<file path="src/rtl/fixed_divide_pkg.sv">
// Q-format widths, saturation codes, FSM states and the latched operand context for fixed_divide.
// No logic; shared constants and types only.
package fixed_divide_pkg;

   localparam int FX_W     = 9;
   localparam int FX_FRAC  = 7;
   localparam int FX_YW    = 10;
   localparam int FX_YFRAC = 6;

   localparam logic [FX_W-1:0] FX_SAT_MAX = 9'h0FF;
   localparam logic [FX_W-1:0] FX_SAT_MIN = 9'h100;

   typedef enum logic [1:0] {
      IDLE = 2'd0,
      CALC = 2'd1,
      SAT  = 2'd2
   } state_t;

   // Operand facts captured at acceptance; the magnitude loop never sees signs.
   typedef struct packed {
      logic q_neg;
      logic y_neg;
      logic y_nz;
      logic y_big;
      logic c_zero;
   } op_ctx_t;

endpackage

</file>
<file path="src/rtl/fx_saturate.sv">
// Applies a sign to an unsigned magnitude and clamps it into a W-bit two's-complement result.
// Latency: combinational.
// Backpressure: none.
module fx_saturate #(
   parameter int MW = 17,
   parameter int W  = 9
) (
   input  logic [MW-1:0] mag,
   input  logic          neg,
   output logic [W-1:0]  s,
   output logic          ovf
);

   localparam logic [MW-1:0] POS_LIM = MW'((1 << (W-1)) - 1);
   localparam logic [MW-1:0] NEG_LIM = MW'(1 << (W-1));
   localparam logic [W-1:0]  SAT_POS = {1'b0, {(W-1){1'b1}}};
   localparam logic [W-1:0]  SAT_NEG = {1'b1, {(W-1){1'b0}}};

   always_comb begin
      s   = mag[W-1:0];
      ovf = 1'b0;
      if (neg) begin
         // Exactly -2^(W-1) is representable, so only strictly larger magnitudes clamp.
         if (mag > NEG_LIM) begin
            s   = SAT_NEG;
            ovf = 1'b1;
         end else begin
            s = ~mag[W-1:0] + 1'b1;
         end
      end else if (mag > POS_LIM) begin
         s   = SAT_POS;
         ovf = 1'b1;
      end
   end

endmodule

</file>
<file path="src/rtl/fixed_divide.sv">
// Restoring divider recovering Q2.7 S = Y / C from a Q4.6 product Y and Q2.7 multiplier C.
// Latency: done 19 ce-high clks after the start cycle (2 when C is zero).
// Backpressure: start ignored while busy; ce low stalls everything except the done pulse clear.
module fixed_divide
   import fixed_divide_pkg::*;
#(
   parameter int W     = FX_W,
   parameter int FRAC  = FX_FRAC,
   parameter int YW    = FX_YW,
   parameter int YFRAC = FX_YFRAC
) (
   input  logic          clk,
   input  logic          rst,
   input  logic          ce,
   input  logic          start,
   input  logic [YW-1:0] Y,
   input  logic [W-1:0]  C,
   output logic [W-1:0]  S,
   output logic          busy,
   output logic          done,
   output logic          ovf,
   output logic          dz
);

   localparam int SHIFT = 2*FRAC - YFRAC;
   localparam int ITER  = YW - 1 + SHIFT;
   localparam int CW    = $clog2(ITER);

   state_t          state, state_nxt;
   op_ctx_t         ctx;
   logic [ITER-1:0] dq;
   logic [W-1:0]    rem;
   logic [W-1:0]    dvs;
   logic [CW-1:0]   cnt;

   logic [YW-1:0]   y_mag;
   logic [W-1:0]    c_mag;
   logic [W:0]      rem_sh;
   logic [W-1:0]    rem_diff;
   logic            q_bit;
   logic [ITER-1:0] sat_mag;
   logic            sat_neg;
   logic [W-1:0]    sat_s;
   logic            sat_ovf;

   always_comb begin
      y_mag    = Y[YW-1] ? (~Y + 1'b1) : Y;
      c_mag    = C[W-1]  ? (~C + 1'b1) : C;
      rem_sh   = {rem, dq[ITER-1]};
      rem_diff = rem_sh[W-1:0] - dvs;
      q_bit    = (rem_sh >= {1'b0, dvs});
      // |Y| = 2^(YW-1) does not fit the dividend register but always saturates anyway.
      if (ctx.c_zero) begin
         sat_mag = {ITER{ctx.y_nz}};
         sat_neg = ctx.y_neg;
      end else begin
         sat_mag = ctx.y_big ? {ITER{1'b1}} : dq;
         sat_neg = ctx.q_neg;
      end
   end

   fx_saturate #(
      .MW (ITER),
      .W  (W)
   ) u_sat (
      .mag (sat_mag),
      .neg (sat_neg),
      .s   (sat_s),
      .ovf (sat_ovf)
   );

   always_comb begin
      state_nxt = state;
      if (ce) begin
         case (state)
            IDLE:    if (start) state_nxt = (C == '0) ? SAT : CALC;
            CALC:    if (cnt == '0) state_nxt = SAT;
            SAT:     state_nxt = IDLE;
            default: state_nxt = IDLE;
         endcase
      end
   end

   always_ff @(posedge clk) begin
      if (rst) begin
         state <= IDLE;
         S     <= '0;
         busy  <= 1'b0;
         done  <= 1'b0;
         ovf   <= 1'b0;
         dz    <= 1'b0;
         ctx   <= '0;
         dq    <= '0;
         rem   <= '0;
         dvs   <= '0;
         cnt   <= '0;
      end else begin
         state <= state_nxt;
         done  <= 1'b0;
         if (ce) begin
            case (state)
               IDLE: begin
                  if (start) begin
                     busy       <= 1'b1;
                     dq         <= {y_mag[YW-2:0], {SHIFT{1'b0}}};
                     rem        <= '0;
                     dvs        <= c_mag;
                     cnt        <= CW'(ITER - 1);
                     ctx.q_neg  <= Y[YW-1] ^ C[W-1];
                     ctx.y_neg  <= Y[YW-1];
                     ctx.y_nz   <= (Y != '0);
                     ctx.y_big  <= y_mag[YW-1];
                     ctx.c_zero <= (C == '0);
                  end
               end
               CALC: begin
                  rem <= q_bit ? rem_diff : rem_sh[W-1:0];
                  dq  <= {dq[ITER-2:0], q_bit};
                  cnt <= cnt - 1'b1;
               end
               SAT: begin
                  S    <= sat_s;
                  ovf  <= sat_ovf & ~ctx.c_zero;
                  dz   <= ctx.c_zero;
                  done <= 1'b1;
                  busy <= 1'b0;
               end
               default: ;
            endcase
         end
      end
   end

endmodule
</file>
<file path="config.mk">
export PLATFORM = sky130hd
export DESIGN_NAME = fixed_divide
export DESIGN_NICKNAME = d
export VERILOG_FILES = /design/src/rtl/fixed_divide_pkg.sv /design/src/rtl/fx_saturate.sv /design/src/rtl/fixed_divide.sv
export SDC_FILE = /design/constraint.sdc
export NUM_CORES = 1
export LEC_CHECK = 0
export CAP_MARGIN = 20
export CORE_ASPECT_RATIO = 0.5
export CORE_UTILIZATION = 48
export DETAILED_ROUTE_END_ITERATION = 6
export GPL_TIMING_DRIVEN = 0
export PLACE_DENSITY = 0.79
export REMOVE_ABC_BUFFERS = 1
export SETUP_SLACK_MARGIN = 0.5
export SYNTH_ARGS = -nofsm -noshare
export SYNTH_HDL_FRONTEND = slang
export SYNTH_SLANG_ARGS = --single-unit
</file>
<file path="constraint.sdc">
create_clock -name clk -period 5.4 [get_ports clk]
set_clock_uncertainty 0.1 [all_clocks]
set_input_delay 1.35 -clock clk [delete_from_list [all_inputs] [get_ports clk]]
set_output_delay 1.35 -clock clk [all_outputs]
set_load 0.005 [all_outputs]
</file>
# Word level (Yosys, flattened, before mapping)
# Index checks and enable logic that the tools add are counted.
# op_classes
n_lt_le_gt_ge	3
n_addsub	5
n_eq_ne	4
mux	25
bitwise	7
reduce_logical	12
# op_table
operator	count
2-to-1 mux 9 bit	6
2-to-1 mux 17 bit	3
case mux 17 bit (2 select lines)	1
adder 9 x 1 -> 9 bit (second input constant)	2
NOT 9 bit	2
case mux 9 bit (2 select lines)	1
> comparator 17 x 8 -> 1 bit (second input constant)	1
> comparator 17 x 9 -> 1 bit (second input constant)	1
AND reduction 3 bit	4
adder 10 x 1 -> 10 bit (second input constant)	1
greater-or-equal comparator 10 x 9 -> 1 bit	1
2-to-1 mux 10 bit	1
NOT 10 bit	1
case mux 5 bit (2 select lines)	1
nonzero test 10 bit	1
zero test 9 bit	1
subtractor 9 bit	1
2-to-1 mux 1 bit	6
2-to-1 mux 2 bit	3
zero test 5 bit	1
2-to-1 mux 5 bit	1
subtractor 5 x 1 -> 5 bit (second input constant)	1
inequality test 2 bit (second input constant)	2
case mux 2 bit (2 select lines)	1
other kinds (10)	12
# word_totals
reg_bits	60
wordCells	71
output_inout_bits	13

# Longest topological paths before layout
# Gate-level depths: netlist (run 1).
# depth
ltp_word	6
mapped_depth	13
ltp_nobuf	10

# Modules after synthesis
# From an unflattened synthesis (run 1), not the netlist that was laid out.
# unflattened
hier_cells	471
area_unflattened_um2	3731.1
# by_module_without_submodules
module	cells_each	seq_area_each_um2	instances	area_each_um2
fixed_divide	413	1201.2	1	3324.4
fx_saturate	58	0.0	1	406.6

# Worst setup path before layout (run 1)
# No wires, ideal clock.
# synth_path
kind	register to register
from	register ctx[0] (netlist bit)
to	register S[7]
slack_ns	2.341
t_arrival_ns	2.868
stages_incl_launch_ff	11
t_required_ns	5.209
period_less_slack_ns	3.059
path_cell_list	dfxtp_1 -> buf_4 -> or2_2 -> buf_2 -> o21ai_0 -> ha_1 -> clkbuf_1 -> nand4_1 -> a221o_1 -> or4b_1 -> a311oi_1
# synth_via
elab_chain_len	5
# synth_lines
element	line	rtl
from (decl)	fixed_divide.sv:30	op_ctx_t ctx;
parallel branches: the longest is 4 deep, another holds > comparator 17 x 8 -> 1 bit	--	
2-to-1 mux 9 bit *	fx_saturate.sv:22	if (neg) begin
to (signal assigned)	fixed_divide.sv:122	S <= sat_s;
to (decl)	fixed_divide.sv:18	output logic [W-1:0] S,
# Mark *: on every way between the ends.
# A chain may end at the register's enable or synchronous reset.

# Worst setup path in the final report (run 1)
# layout_path
from	input ce
to	register ctx[1] (netlist bit)
# layout_via
elab_chain_len	1
# layout_lines
element	line	rtl
from (decl)	fixed_divide.sv:14	input logic ce,
AND reduction 3 bit (no line)	--	
# No other way between the ends.

==> impl_metrics.toml, run 1 <==
[sta]
maxSlewHeadroom_pct = 38.9
fin_crit_sh_pct = 61.0
fin_ws_ns = 2.10
fin_setup_tns_ns = 0
worst_slew_pin_slew_ns = 0.917
hold_viol_final = 0
fmax_mhz = 303
slew_violations = 0
rsz0062_at_grt = "no"
finalCriticalPeriod_ns = 3.30
setup_viol_count_final = 0

[layout]
fin_area_um2 = 4210
fin_cells = 583
area.growth.synth_to_final_pct = 18.4
antenna_cells = 0
nFillCells = 627
final_nets = 525
layout-drive-gt1-share_pct = 6.31

[pwr]
switchingPower_mw = 0.366
seqPwrFrac_pct = 37.7
vdd_ir_drop_max_v = 0.000171
p_per_area_nw_per_um2 = 307
p_total_mw = 1.29
switching_share_pct = 28.3
power_frac_comb_pct = 20.7
leakage_nw = 1.50
intPower_mw = 0.928
power.share.clock_pct = 41.6

[logic_synthesis]
yosysWarnings = 0
syn_inst = 465
synth.avg_cell_area_um2 = 7.65
yosys-top-cells-area = "dfxtp_1 (34%), nor2_1 (6.8%), ha_1 (5.3%)"
synth-seq-area-share_pct = 33.8
synth_edf_count = 0
synth_area_leader_cell = "dfxtp_1"
synth_most_common_cell = "nor2_1"
yosys-top-cells-count = "nor2_1 (64), dfxtp_1 (60), nand2_1 (46)"
synth_top_area_share_pct = 33.8
ys_ff_latch = 60
synthArstFlopShare_pct = 0
synth.distinct_cells = 56
synth-main-ff-cell = "dfxtp_1"
synth_area_um2 = 3560

[die]
dieWidth_um = 124
initial_core_util_pct = 51.5
num_rows = 21
coreArea_um2 = 6910
dieArea_um2 = 7780
fp.dieH_um = 62.9
num_io_pins = 36

[global_route]
antenna_found_initial = 0
grt_first_pass_wirelength_um = 13800
grt_usage_pct = 22.9
overflow = 0
grt_max_degree = 39
grt_pass1_vias = 2905

[clock_tree]
cts_buffers = 9
ctsHoldBuffers = 0
cts.repair.resized = 0
clockRootBuffer = "clkbuf_16"
cts_tree = "built"
htreeDepth = 3
post_cts_buffers = 0
clkSlewWorstSetupHoldPaths_ns = 0.05
clk_latency_ns = 0.33
cts.sinks = 60
clockBufferDepth = 2

[setup_path]
critPathMaxFanout = 12
r2r_start = "ctx[0]"
critPathArrivalTime_ns = 3.47
reg2reg_slack_ns = 2.18
start_kind = "input pin"
max_stage_delay_ns = 0.54
crit_top_cell = "nor2_1"
cp_data_required_time_ns = 5.57
cp_slowest_cell = "nor4_1"
startpoint = "ce"
end_kind = "flop"
worstPathCellList = "clkdlybuf4s50_1, inv_1, nor2_1, nand3_1, nor4_1, a32oi_1, nor2_1"
criticalPathCategory = "input pin to flop"
crit_end = "ctx[1]"
r2r_end = "S[7]"
rr_worst_depth = 8

[place]
gp_congestion = 0.916
place_inst = 566
dpl_cell_area_um2 = 3930
dp_hpwl_um = 5850
numPortBuffers = 35
post-place-ws_ns = 1.77

[route]
via_per_inst = 5.85
drc_errors = 0
wl_met2_um = 3720
dr_wl_met3_um = 448
dr.pass1.iters = 4
totalWireLength_um = 8310
wl_per_cell_um = 14.2
drt_iter0_markers = 310
ant_nets = 0
met1_length_um = 4030
num_vias = 3410
top_layer = "met4"

[hold_path]
hold_class = "flop to flop"

[status]
status = "completed"

[flow_run]
drv_cap = 0
==> sequential cells by signal, indices dropped and copies added (netlist names) <==
signal / flops
ovf: 1
state: 2
cnt: 5
ctx: 5
done: 1
S: 9
dz: 1
dq: 17
dvs: 9
rem: 9
busy: 1
==> worst max-delay path, delay by kind of cell <==
family / cells / cell delay, ns
simple gates: 4 / 1.36
compound gates: 1 / 0.16
buf+inv: 2 / 0.59
==> per-layer routing <==
metal  global-route usage, %  up-vias
met5                       0        -
met2                    33.9       96
met4                    8.13        0
met1                    31.0     1598
li1                        -     1706
met3                    7.12       10
==> layout make-up <==
cell class,instances,area (um^2),share of cell area (%)
multi-input combinational,348,2130,50.5
sequential,60,1200,28.5
timing repair buffer,38,375,8.91
clock buffer,15,278,6.59
tap,92,115,2.73
inverter,29,109,2.58
clock inverter,1,5.00,0.119
==> per-stage QoR <==
stage | util [%] | hold WS, ns
detailed placement | 56.8 | 0.350
floorplan | - | 0.326
finish | 61.0 | 0.355
global route | 61.0 | 0.369
global placement | 56.5 | 0.341
CTS | 60.9 | 0.356
==> logic make-up (layout without fill, tap and decap cells) <==
kind of cell    count (synthesis)  after routing  synth area share (%)
flops                          60             60                  33.8
compound gates                131            131                  24.7
fa+ha+maj                      16             16                  5.84
buf+inv                        57             83                  6.37
mux                             4              4                  1.16
simple gates                  178            178                  23.5
xor+xnor                       19             19                  4.68
==> power by group through the flow <==
stage,clock (mW),combinational [mW],sequential [mW]
floorplan,0,0.183,0.490
global placement,0,0.255,0.495
detailed placement,0,0.261,0.495
CTS,0.549,0.262,0.487
global route,0.576,0.297,0.491
finish,0.538,0.268,0.488
==> worst min path at each step <==
| stage | from | endpoint | slack [ns] | cells after the start |
|---|---|---|---|---|
| 3_5_place_dp | S[8] | S[8] | 0.35 | 2 |
| 4_1_cts | S[8] | S[8] | 0.36 | 2 |
| 2_1_floorplan | dvs[5] | dvs[5] | 0.33 | 2 |
| 5_1_grt | dvs[5] | dvs[5] | 0.37 | 2 |
| 6_report | S[8] | S[8] | 0.35 | 2 |
| 3_3_place_gp | dvs[5] | dvs[5] | 0.34 | 2 |
==> placed cells by master (no fill, tap or decap), drive strengths merged, types with 2 or more instances in the layout <==
cell type and n:
o31a 2, a311oi 3, buf 3, o41ai 2
nor4 5, a21oi 30, nand3 7, nor3 20
o22ai 2, nor2b 5, a221oi 7, a32o 2
dfxtp 60, a31oi 4, o21a 8, a211oi 16
xor2 10, clkbuf 16, clkdlybuf4s50 34, inv 29
or4 4, xnor2 9, o21ai 25, nand2b 5
or4b 2, a22oi 8, o31ai 5, or2 4
or3 8, ha 15, nor2 64, o211ai 8
nand2 46, mux2i 3, nand4 4
(Power assumes the default switching activity.)
==> run 2, diff against run 1 <==
Settings changed: PLACE_DENSITY 0.79 to 0.82.
Clock period 5.4 ns to 2.9 ns, I/O delays scaled along.
==> impl_metrics.toml, run 2 (synthesized netlist as in run 1, its figures left out) <==
[status]
status = "completed"

[layout]
final_nets = 546
area.growth.synth_to_final_pct = 28.2
final_cell_mix = "nor2_1 (60), dfxtp_1 (53), nand2_1 (45)"
fin_area_um2 = 4560
nFillCells = 554
final_common_cell = "nor2_1"
top_register = "dq"
largest_reg_flops = 17
layout-drive-gt1-share_pct = 18.0
fin_cells = 603
antenna_cells = 0

[sta]
hold_viol_final = 0
setup_viol_count_final = 0
maxSlewHeadroom_pct = 59.5
worst_slew_pin_slew_ns = 0.590
slew_violations = 0
fin_crit_sh_pct = 89.5
fmax_mhz = 385
finalCriticalPeriod_ns = 2.60
rsz0062_at_grt = "yes"

[die]
num_io_pins = 36
dieWidth_um = 124
fp.dieH_um = 62.9
num_rows = 21
initial_core_util_pct = 51.5
dieArea_um2 = 7780
coreArea_um2 = 6910

[place]
gp_congestion = 0.925
dpl_cell_area_um2 = 3930
place_inst = 567
dp_hpwl_um = 5800
numPortBuffers = 35

[setup_path]
critPathArrivalTime_ns = 2.73
crit_buf_inv = 0
end_kind = "flop"
critPathMaxFanout = 5
criticalPathCategory = "flop to flop"
cp_data_required_time_ns = 3.04
start_kind = "flop"
cp_slowest_cell = "or4_4"
max_stage_delay_ns = 0.56
cpLargestDelayFamily = "simple AND/OR/NAND/NOR gates"
worstPathCellList = "or4_4, or3_4, a221o_2, or4b_4, a311oi_2"

[route]
dr.pass1.iters = 6
drt_iter0_markers = 311
dr_wl_met3_um = 499
wl_per_cell_um = 15.2
met1_length_um = 4210
top_layer = "met4"
via_per_inst = 5.90
drc_errors = 0
wl_met2_um = 4320
totalWireLength_um = 9190
ant_nets = 0
num_vias = 3558

[pwr]
switching_share_pct = 29.7
intPower_mw = 1.71
switchingPower_mw = 0.726
vdd_ir_drop_max_v = 0.000306
power_frac_comb_pct = 24.9
seqPwrFrac_pct = 37.4
p_per_area_nw_per_um2 = 535
power.share.clock_pct = 37.7
leakage_nw = 1.64

[hold_path]
hold_class = "flop to flop"

[global_route]
grt_usage_pct = 23.9
overflow = 0
grt_pass1_vias = 3096
grt_first_pass_wirelength_um = 14400
grt_max_degree = 41
antenna_found_initial = 0

[flow_run]
drv_cap = 0

[clock_tree]
clkSlewWorstSetupHoldPaths_ns = 0.05
clockBufferDepth = 2
htreeDepth = 3
clockRootBuffer = "clkbuf_16"
cts.sinks = 60
clk_latency_ns = 0.33
cts_buffers = 9
ctsHoldBuffers = 0
cts_tree = "built"
## run 2: cell type report
class | count | area, um^2 | area share, %
Sequential cell | 60 | 1210 | 26.6
Clock inverter | 3 | 15.0 | 0.329
Tap cell | 92 | 115 | 2.52
Inverter | 29 | 109 | 2.39
Clock buffer | 12 | 236 | 5.19
Timing Repair Buffer | 59 | 543 | 11.9
Multi-Input combinational cell | 348 | 2330 | 51.1
## run 2: layer usage
| layer | global-route usage, % | vias up |
|---|---|---|
| met4 | 7.23 | 0 |
| met2 | 38.3 | 100 |
| met1 | 30.4 | 1685 |
| li1 | - | 1750 |
| met3 | 7.48 | 23 |
| met5 | 0 | - |
## run 2: stage by stage
step	power (mW)	setup TNS, ns	worst slack (ns)	hold WS [ns]	utilization (%)
5_1_grt	2.55	0	0.253	0.382	66.0
6_report	2.44	0	0.305	0.346	66.0
4_1_cts	2.40	0	0.282	0.352	63.2
2_1_floorplan	1.25	0	0.0789	0.326	-
3_5_place_dp	1.41	-0.717	-0.242	0.345	56.9
3_3_place_gp	1.40	-12.70	-1.09	0.341	56.5
## run 2: what timing repair did
item	CTS	global route
gates resized for setup	28	35
pin swaps	14	12
endpoints found under the setup margin	30	38
setup buffers	12	9
## run 2: worst paths after layout
kind	from	to	slack [ns]	cells after the start
hold reg to reg	dvs[8]	dvs[8]	0.35	2
setup reg to reg	dq[10]	S[7]	0.30	5
setup / recovery	dq[10]	S[7]	0.30	5
hold / removal	dvs[8]	dvs[8]	0.35	2
## run 2: tightest hold or removal path, cell delays in order (launching register included)
cell and delay [ns]:
dfxtp_1 0.30, nand2_1 0.05, a21oi_1 0.05
## run 2: power groups by stage
stage / registers (mW) / clock network (mW) / logic (mW)
6_report: 0.911 / 0.921 / 0.608
3_5_place_dp: 0.922 / 0 / 0.488
2_1_floorplan: 0.912 / 0 / 0.340
3_3_place_gp: 0.921 / 0 / 0.476
4_1_cts: 0.908 / 0.940 / 0.554
5_1_grt: 0.915 / 0.979 / 0.660
